===== src/rtl/sqrt_pkg.sv =====
// sqrt_pkg: FSM state type and width helpers for the shared square-root engine
package sqrt_pkg;
  typedef enum logic [1:0] {IDLE, ITER, FIX, DONE} state_t;
  function automatic int root_w(input int n);
    return n / 2;
  endfunction
  function automatic int rem_w(input int n);
    return n / 2 + 1;
  endfunction
  function automatic int acc_w(input int n);
    return n / 2 + 2;
  endfunction
endpackage


===== src/rtl/sqrt_nr_step.sv =====
// sqrt_nr_step: one combinational non-restoring square-root iteration
module sqrt_nr_step
  import sqrt_pkg::*;
#(
  parameter int N = 32,
  localparam int RW = root_w(N),
  localparam int AW = acc_w(N)
) (
  input  logic [AW-1:0] i_rem,
  input  logic [RW-1:0] i_q,
  input  logic [1:0]    i_pair,
  output logic [AW-1:0] o_rem,
  output logic [RW-1:0] o_q
);
  logic [AW-1:0] w_sh;
  assign w_sh  = (i_rem << 2) | {{(AW-2){1'b0}}, i_pair};
  assign o_rem = i_rem[AW-1] ? w_sh + {i_q, 2'b11} : w_sh - {i_q, 2'b01};
  assign o_q   = {i_q[RW-2:0], ~o_rem[AW-1]};
endmodule


===== src/rtl/sqrt_arbiter.sv =====
// sqrt_arbiter: round-robin arbiter sharing one iterative square-root engine
module sqrt_arbiter
  import sqrt_pkg::*;
#(
  parameter int N   = 32,
  parameter int REQ = 4,
  parameter int IDW = $clog2(REQ)
) (
  input  logic               i_clk,
  input  logic               i_rst_n,
  input  logic [REQ-1:0]     i_req_valid,
  input  logic [REQ*N-1:0]   i_req_number,
  output logic [REQ-1:0]     o_req_ready,
  output logic               o_resp_valid,
  input  logic               i_resp_ready,
  output logic [IDW-1:0]     o_resp_id,
  output logic [N/2-1:0]     o_root,
  output logic [N/2:0]       o_remainder
);
  localparam int RW = root_w(N);
  localparam int AW = acc_w(N);
  localparam int IW = $clog2(RW);
  state_t          r_state, w_state_n;
  logic [N-1:0]    r_num, w_opnd;
  logic [AW-1:0]   r_rem, w_rem_n;
  logic [RW-1:0]   r_q, w_q_n;
  logic [IW-1:0]   r_i;
  logic [IDW-1:0]  r_id, r_last, w_gnt_id, w_cand;
  logic [REQ-1:0]  w_gnt_oh;
  logic            w_found;
  logic [1:0]      w_pair;
  logic [RW:0]     w_rem_fix;
  // Round-robin search starting just after the last served requester
  always_comb begin
    w_found  = 1'b0;
    w_gnt_id = '0;
    w_cand   = '0;
    for (int k = 0; k < REQ; k++) begin
      w_cand = IDW'((int'(r_last) + 1 + k) % REQ);
      if (!w_found && i_req_valid[w_cand]) begin
        w_found  = 1'b1;
        w_gnt_id = w_cand;
      end
    end
    w_gnt_oh = w_found ? REQ'(1) << w_gnt_id : '0;
  end
  // Select the granted requester's operand
  always_comb begin
    w_opnd = '0;
    for (int k = 0; k < REQ; k++)
      if (IDW'(k) == w_gnt_id) w_opnd = i_req_number[k*N +: N];
  end
  assign o_req_ready  = (r_state == IDLE) ? w_gnt_oh : '0;
  assign o_resp_valid = (r_state == DONE);
  assign w_pair       = r_num[{r_i, 1'b0} +: 2];
  assign w_rem_fix    = r_rem[RW:0] + (r_rem[AW-1] ? {r_q, 1'b1} : '0);
  sqrt_nr_step #(.N(N)) u_step (
    .i_rem  (r_rem),
    .i_q    (r_q),
    .i_pair (w_pair),
    .o_rem  (w_rem_n),
    .o_q    (w_q_n)
  );
  // State register
  always_ff @(posedge i_clk or negedge i_rst_n) begin
    if (!i_rst_n) r_state <= IDLE;
    else r_state <= w_state_n;
  end
  // Next-state logic
  always_comb begin
    w_state_n = r_state;
    case (r_state)
      IDLE:    w_state_n = w_found ? ITER : IDLE;
      ITER:    w_state_n = (r_i == '0) ? FIX : ITER;
      FIX:     w_state_n = DONE;
      DONE:    w_state_n = i_resp_ready ? IDLE : DONE;
      default: w_state_n = IDLE;
    endcase
  end
  // Operand capture, iteration registers and registered response fields
  always_ff @(posedge i_clk or negedge i_rst_n) begin
    if (!i_rst_n) begin
      r_num       <= '0;
      r_rem       <= '0;
      r_q         <= '0;
      r_i         <= '0;
      r_id        <= '0;
      r_last      <= IDW'(REQ - 1);
      o_root      <= '0;
      o_remainder <= '0;
      o_resp_id   <= '0;
    end else begin
      if (r_state == IDLE && w_found) begin
        r_num <= w_opnd;
        r_id  <= w_gnt_id;
        r_rem <= '0;
        r_q   <= '0;
        r_i   <= IW'(RW - 1);
      end
      if (r_state == ITER) begin
        r_rem <= w_rem_n;
        r_q   <= w_q_n;
        r_i   <= r_i - 1'b1;
      end
      if (r_state == FIX) begin
        o_root      <= r_q;
        o_remainder <= w_rem_fix;
        o_resp_id   <= r_id;
      end
      if (o_resp_valid && i_resp_ready) r_last <= r_id;
    end
  end
endmodule

===== config.mk =====
export PLATFORM = sky130hd
export DESIGN_NAME = sqrt_arbiter
export DESIGN_NICKNAME = d
export VERILOG_FILES = /design/src/rtl/sqrt_pkg.sv /design/src/rtl/sqrt_nr_step.sv /design/src/rtl/sqrt_arbiter.sv
export SDC_FILE = /design/constraint.sdc
export NUM_CORES = 1
export LEC_CHECK = 0
export CORE_UTILIZATION = 54
export DETAILED_ROUTE_END_ITERATION = 7
export GPL_TIMING_DRIVEN = 0
export PLACE_DENSITY = 0.85
export REMOVE_ABC_BUFFERS = 1
export SYNTH_ARGS = -nofsm -noshare
export SYNTH_HDL_FRONTEND = slang
export SYNTH_SLANG_ARGS = --single-unit

===== constraint.sdc =====
create_clock -name i_clk -period 8.5 [get_ports i_clk]
set_input_delay 1.7 -clock i_clk [delete_from_list [all_inputs] [get_ports i_clk]]
set_output_delay 1.7 -clock i_clk [all_outputs]
set_load 0.05 [all_outputs]

==> parameters.txt <==
Parameter                              Value

Pwr
  Cell internal pwr    2.15 mW
  Switch share    46.0%
  Highest ir drop seen on vdd    0.214 mV
  Clock share of power    11.4%
  Design Power    3.98 mW
  Relative contribution of sequential cells to total power    25.2%
  Static leakage    4.35 nW
  Net switching power of the design    1.83 mW
  Pwr per Cell Area    423 mW/mm²
  Logic gate share of total power    63.4%

Setup path
  Crit Path Max Fanout    45
  Maximum cell stage delay along the critical path    0.83 ns
  Data required time of the critical path    6.80 ns
  Reg2reg path depth    13
  Crit Path Class    in -> out
  Critical Path Start Type    input port
  Crit. End Element    primary output
  Standard cell with the maximum stage delay on the critical path    sky130_fd_sc_hd__clkdlybuf4s50_1
  Cell type with the highest occurrence count on the critical path    sky130_fd_sc_hd__clkdlybuf4s50_1
  Critical Path, Cell by Cell    clkdlybuf4s50_1 -> mux2i_1 -> o221ai_4 -> buf_12 -> nor3b_1 -> clkdlybuf4s50_1
  Arrival time of data at the critical path endpoint    4.41 ns

Drt
  Routed wire per std cell    14.6 µm
  Antenna viol nets, final    0
  Count of TritonRoute iterations in the first routing pass    4
  Final Routed Wirelength    16.9 mm
  Detailed-route vias per instance    5.45
  Post-route DRC violation count    0
  Number of vias in the routed layout    6310
  DRT iter0 DRCs    360

Timing
  Final setup violation count    0
  Min Clock Period, post-route    6.11 ns
  Pins Over Slew Limit    0
  Worst hold margin    0.476 ns
  Final cycle utilization of the critical path    71.9%
  RSZ-0062 raised after global routing    no
  Normalized max-slew margin    44.9%
  Hold Fails Final Rpt    0
  Transition at the pin with the smallest max-transition slack    0.827 ns
  Max Freq    164 MHz
  Final worst clock skew    0.00549 ns
  Total Negative Setup Slacks    0 ns

Floorplan
  Standard-cell rows    41
  Initial cell density of the core    56.0%
  Die width    117 µm
  Die area    0.0137 mm²
  Y dimension of the die    117 µm
  Area of the core    0.0127 mm²
  Num ports    175

Logic synthesis
  Fraction of registers with async set or reset after synthesis    100%
  Post-Synthesis Mean Instance Area    8.54 µm²
  Total number of yosys warnings    0
  Share of the yosys chip area belonging to registers    39.0%
  Cell type with the highest aggregate area in the netlist    sky130_fd_sc_hd__dfrtp_1
  Distinct cell type count of the synthesized netlist    58
  Largest cells by area after synthesis    sky130_fd_sc_hd__dfrtp_1 38%, sky130_fd_sc_hd__ha_1 8.6%, sky130_fd_sc_hd__nand2_1 7.7%, sky130_fd_sc_hd__o21ai_0 7.2%, sky130_fd_sc_hd__nor2_1 5.8%
  Most used flip-flop cell after synthesis    sky130_fd_sc_hd__dfrtp_1
  Synthesized instance count    834
  Post-synthesis register bit count    111
  Count of flip-flops with a built-in enable after synthesis    0
  Yosys top cell area share    38.3%
  Mapped cell area    0.00712 mm²

Clocking
  Clock sink total    111
  TritonCTS Buffers    9
  Worst skew pair latency    0.35 ns
  Clock Root Buffer    sky130_fd_sc_hd__clkbuf_16
  Post-CTS Setup Repair Bufs    0
  Clock slew at reported path FFs    0.07 ns
  Number of H-tree levels    3
  CTS Buffer Depth    2
  Clock tree from TritonCTS    yes
  Hold-fix buffers at CTS    0
  Cells resized by post-CTS repair    0

Global route
  Wire length of the first global-routing pass    28.7 mm
  Global-route usage over all layers    26.7%
  Pin count of the biggest net entering global routing    73
  Number of global-route vias before repair    6255
  Total congestion overflow    0
  Initial antenna violation count    0

Final layout
  Ant diodes    0
  Final layout net count    1165
  Footprint of the flip-flops and latches    0.00278 mm²
  Commonest cells after routing, fill and taps aside    173 x sky130_fd_sc_hd__clkdlybuf4s50_1, 147 x sky130_fd_sc_hd__nand2_1, 110 x sky130_fd_sc_hd__nor2_1, 109 x sky130_fd_sc_hd__dfrtp_1, 102 x sky130_fd_sc_hd__o21ai_0
  Synth-to-layout area growth    32.1%
  Share of post-route cells with drive strength above 1    7.21%
  Final-layout fill cell count    998
  Most common cell after layout, fill and taps aside    sky130_fd_sc_hd__clkdlybuf4s50_1
  Footprint of the multi-input gates    0.00408 mm²

Outcome
  Result of the run    completed

Flow run
  Count of maximum capacitance violations    0

Placed design
  Number of port buffers    174
  Detail Placement HPWL    12.4 mm
  Routability cong.    0.798

Hold path
  Number of stages on the worst hold path    2
  Type of the tightest min-delay check    reg -> reg
-- logic make-up after synthesis --
family          count (synthesis)  synth area share, %
xor+xnor                       25                 3.07
compound gates                200                 18.0
buf+inv                        78                 4.23
fa+ha+maj                      50                 8.89
simple gates                  338                 20.1
flops                         111                 39.0
mux                            32                 6.60
-- layout make-up --
class                           count  area share [%]
Clock buffer                       14            3.12
Inverter                           32            1.28
Multi-Input combinational cell    645            43.3
Timing Repair Buffer              181            20.1
Sequential cell                   111            29.5
Tap cell                          172            2.29
Clock inverter                      2           0.372
-- metrics by stage --
| step | cells | worst slack (ns) | instance area (µm²) | util [%] |
|---|---|---|---|---|
| after detailed placement | 1141 | 2.37 | 9080 | 71.4 |
| after global placement | 1134 | -0.0536 | 8900 | 69.9 |
| final | 1157 | 2.39 | 9410 | 74.0 |
| after global routing | 1157 | 2.25 | 9410 | 74.0 |
| after floorplan | 788 | 1.55 | 6940 | - |
| after CTS | 1157 | 2.38 | 9410 | 74.0 |
-- critical path: cells and delay by family --
kind / cells / cell delay (ns)
multiplexers: 1 / 0.19
buffers and inverters: 3 / 1.73
AO/OA/AOI/OAI: 1 / 0.56
AND/OR/NAND/NOR: 1 / 0.20
-- cells in the mapped netlist (6+ instances only) --
cell and count:
sky130_fd_sc_hd__nor2b_1 6, sky130_fd_sc_hd__ha_1 49, sky130_fd_sc_hd__o21a_1 8, sky130_fd_sc_hd__inv_1 32
sky130_fd_sc_hd__nand3_1 36, sky130_fd_sc_hd__nor2_1 110, sky130_fd_sc_hd__xor2_1 14, sky130_fd_sc_hd__dfrtp_1 109
sky130_fd_sc_hd__mux4_1 6, sky130_fd_sc_hd__a22o_1 16, sky130_fd_sc_hd__nand2_1 147, sky130_fd_sc_hd__buf_1 7
sky130_fd_sc_hd__o21ai_0 102, sky130_fd_sc_hd__a21oi_1 19, sky130_fd_sc_hd__nor3_1 9, sky130_fd_sc_hd__o211ai_1 6
sky130_fd_sc_hd__or3_1 6, sky130_fd_sc_hd__mux2_2 22, sky130_fd_sc_hd__a21o_1 9, sky130_fd_sc_hd__clkbuf_1 37
sky130_fd_sc_hd__xnor2_1 11
-- sequential cells by signal (all words and copies together), names as in the netlist --
signal,flops
r_num,32
r_rem,18
o_remainder,17
o_root,16
r_q,16
r_i,4
o_resp_id,2
r_id,2
r_last,2
r_state,2
-- final timing paths --
| check | slack, ns | endpoint | startpoint |
|---|---|---|---|
| min in group asynchronous | 1.33 | o_root[4]$_DFFE_PN0P_ | i_rst_n |
| worst max-delay path | 2.39 | o_req_ready[1] | i_req_valid[3] |
| worst min-delay path | 0.48 | r_num[15]$_DFFE_PN0P_ | r_num[15]$_DFFE_PN0P_ |
| worst max register to register | 4.78 | r_rem[14]$_DFFE_PN0P_ | r_i[0]$_DFFE_PN0P_ |
| max in group asynchronous | 6.43 | r_num[30]$_DFFE_PN0P_ | i_rst_n |
| worst min register to register | 0.48 | r_num[15]$_DFFE_PN0P_ | r_num[15]$_DFFE_PN0P_ |
-- per-layer routing --
metal / track usage [%] / share of wire [%]
met1: 32.4 / 42
met2: 48.4 / 52
met3: 5.25 / 4.5
met4: 6.84 / 1.2
met5: 0 / 0
-- power groups by stage --
stage,Clock (mW),Combinational [mW],Sequential (mW)
final,0.453,2.52,1.01
after global routing,0.479,2.82,1.04
after CTS,0.457,2.53,1.00
after detailed placement,0,2.51,1.01
after global placement,0,2.42,0.995
after floorplan,0,1.67,1.18
No activity file was read; power rests on OpenSTA's default activity.
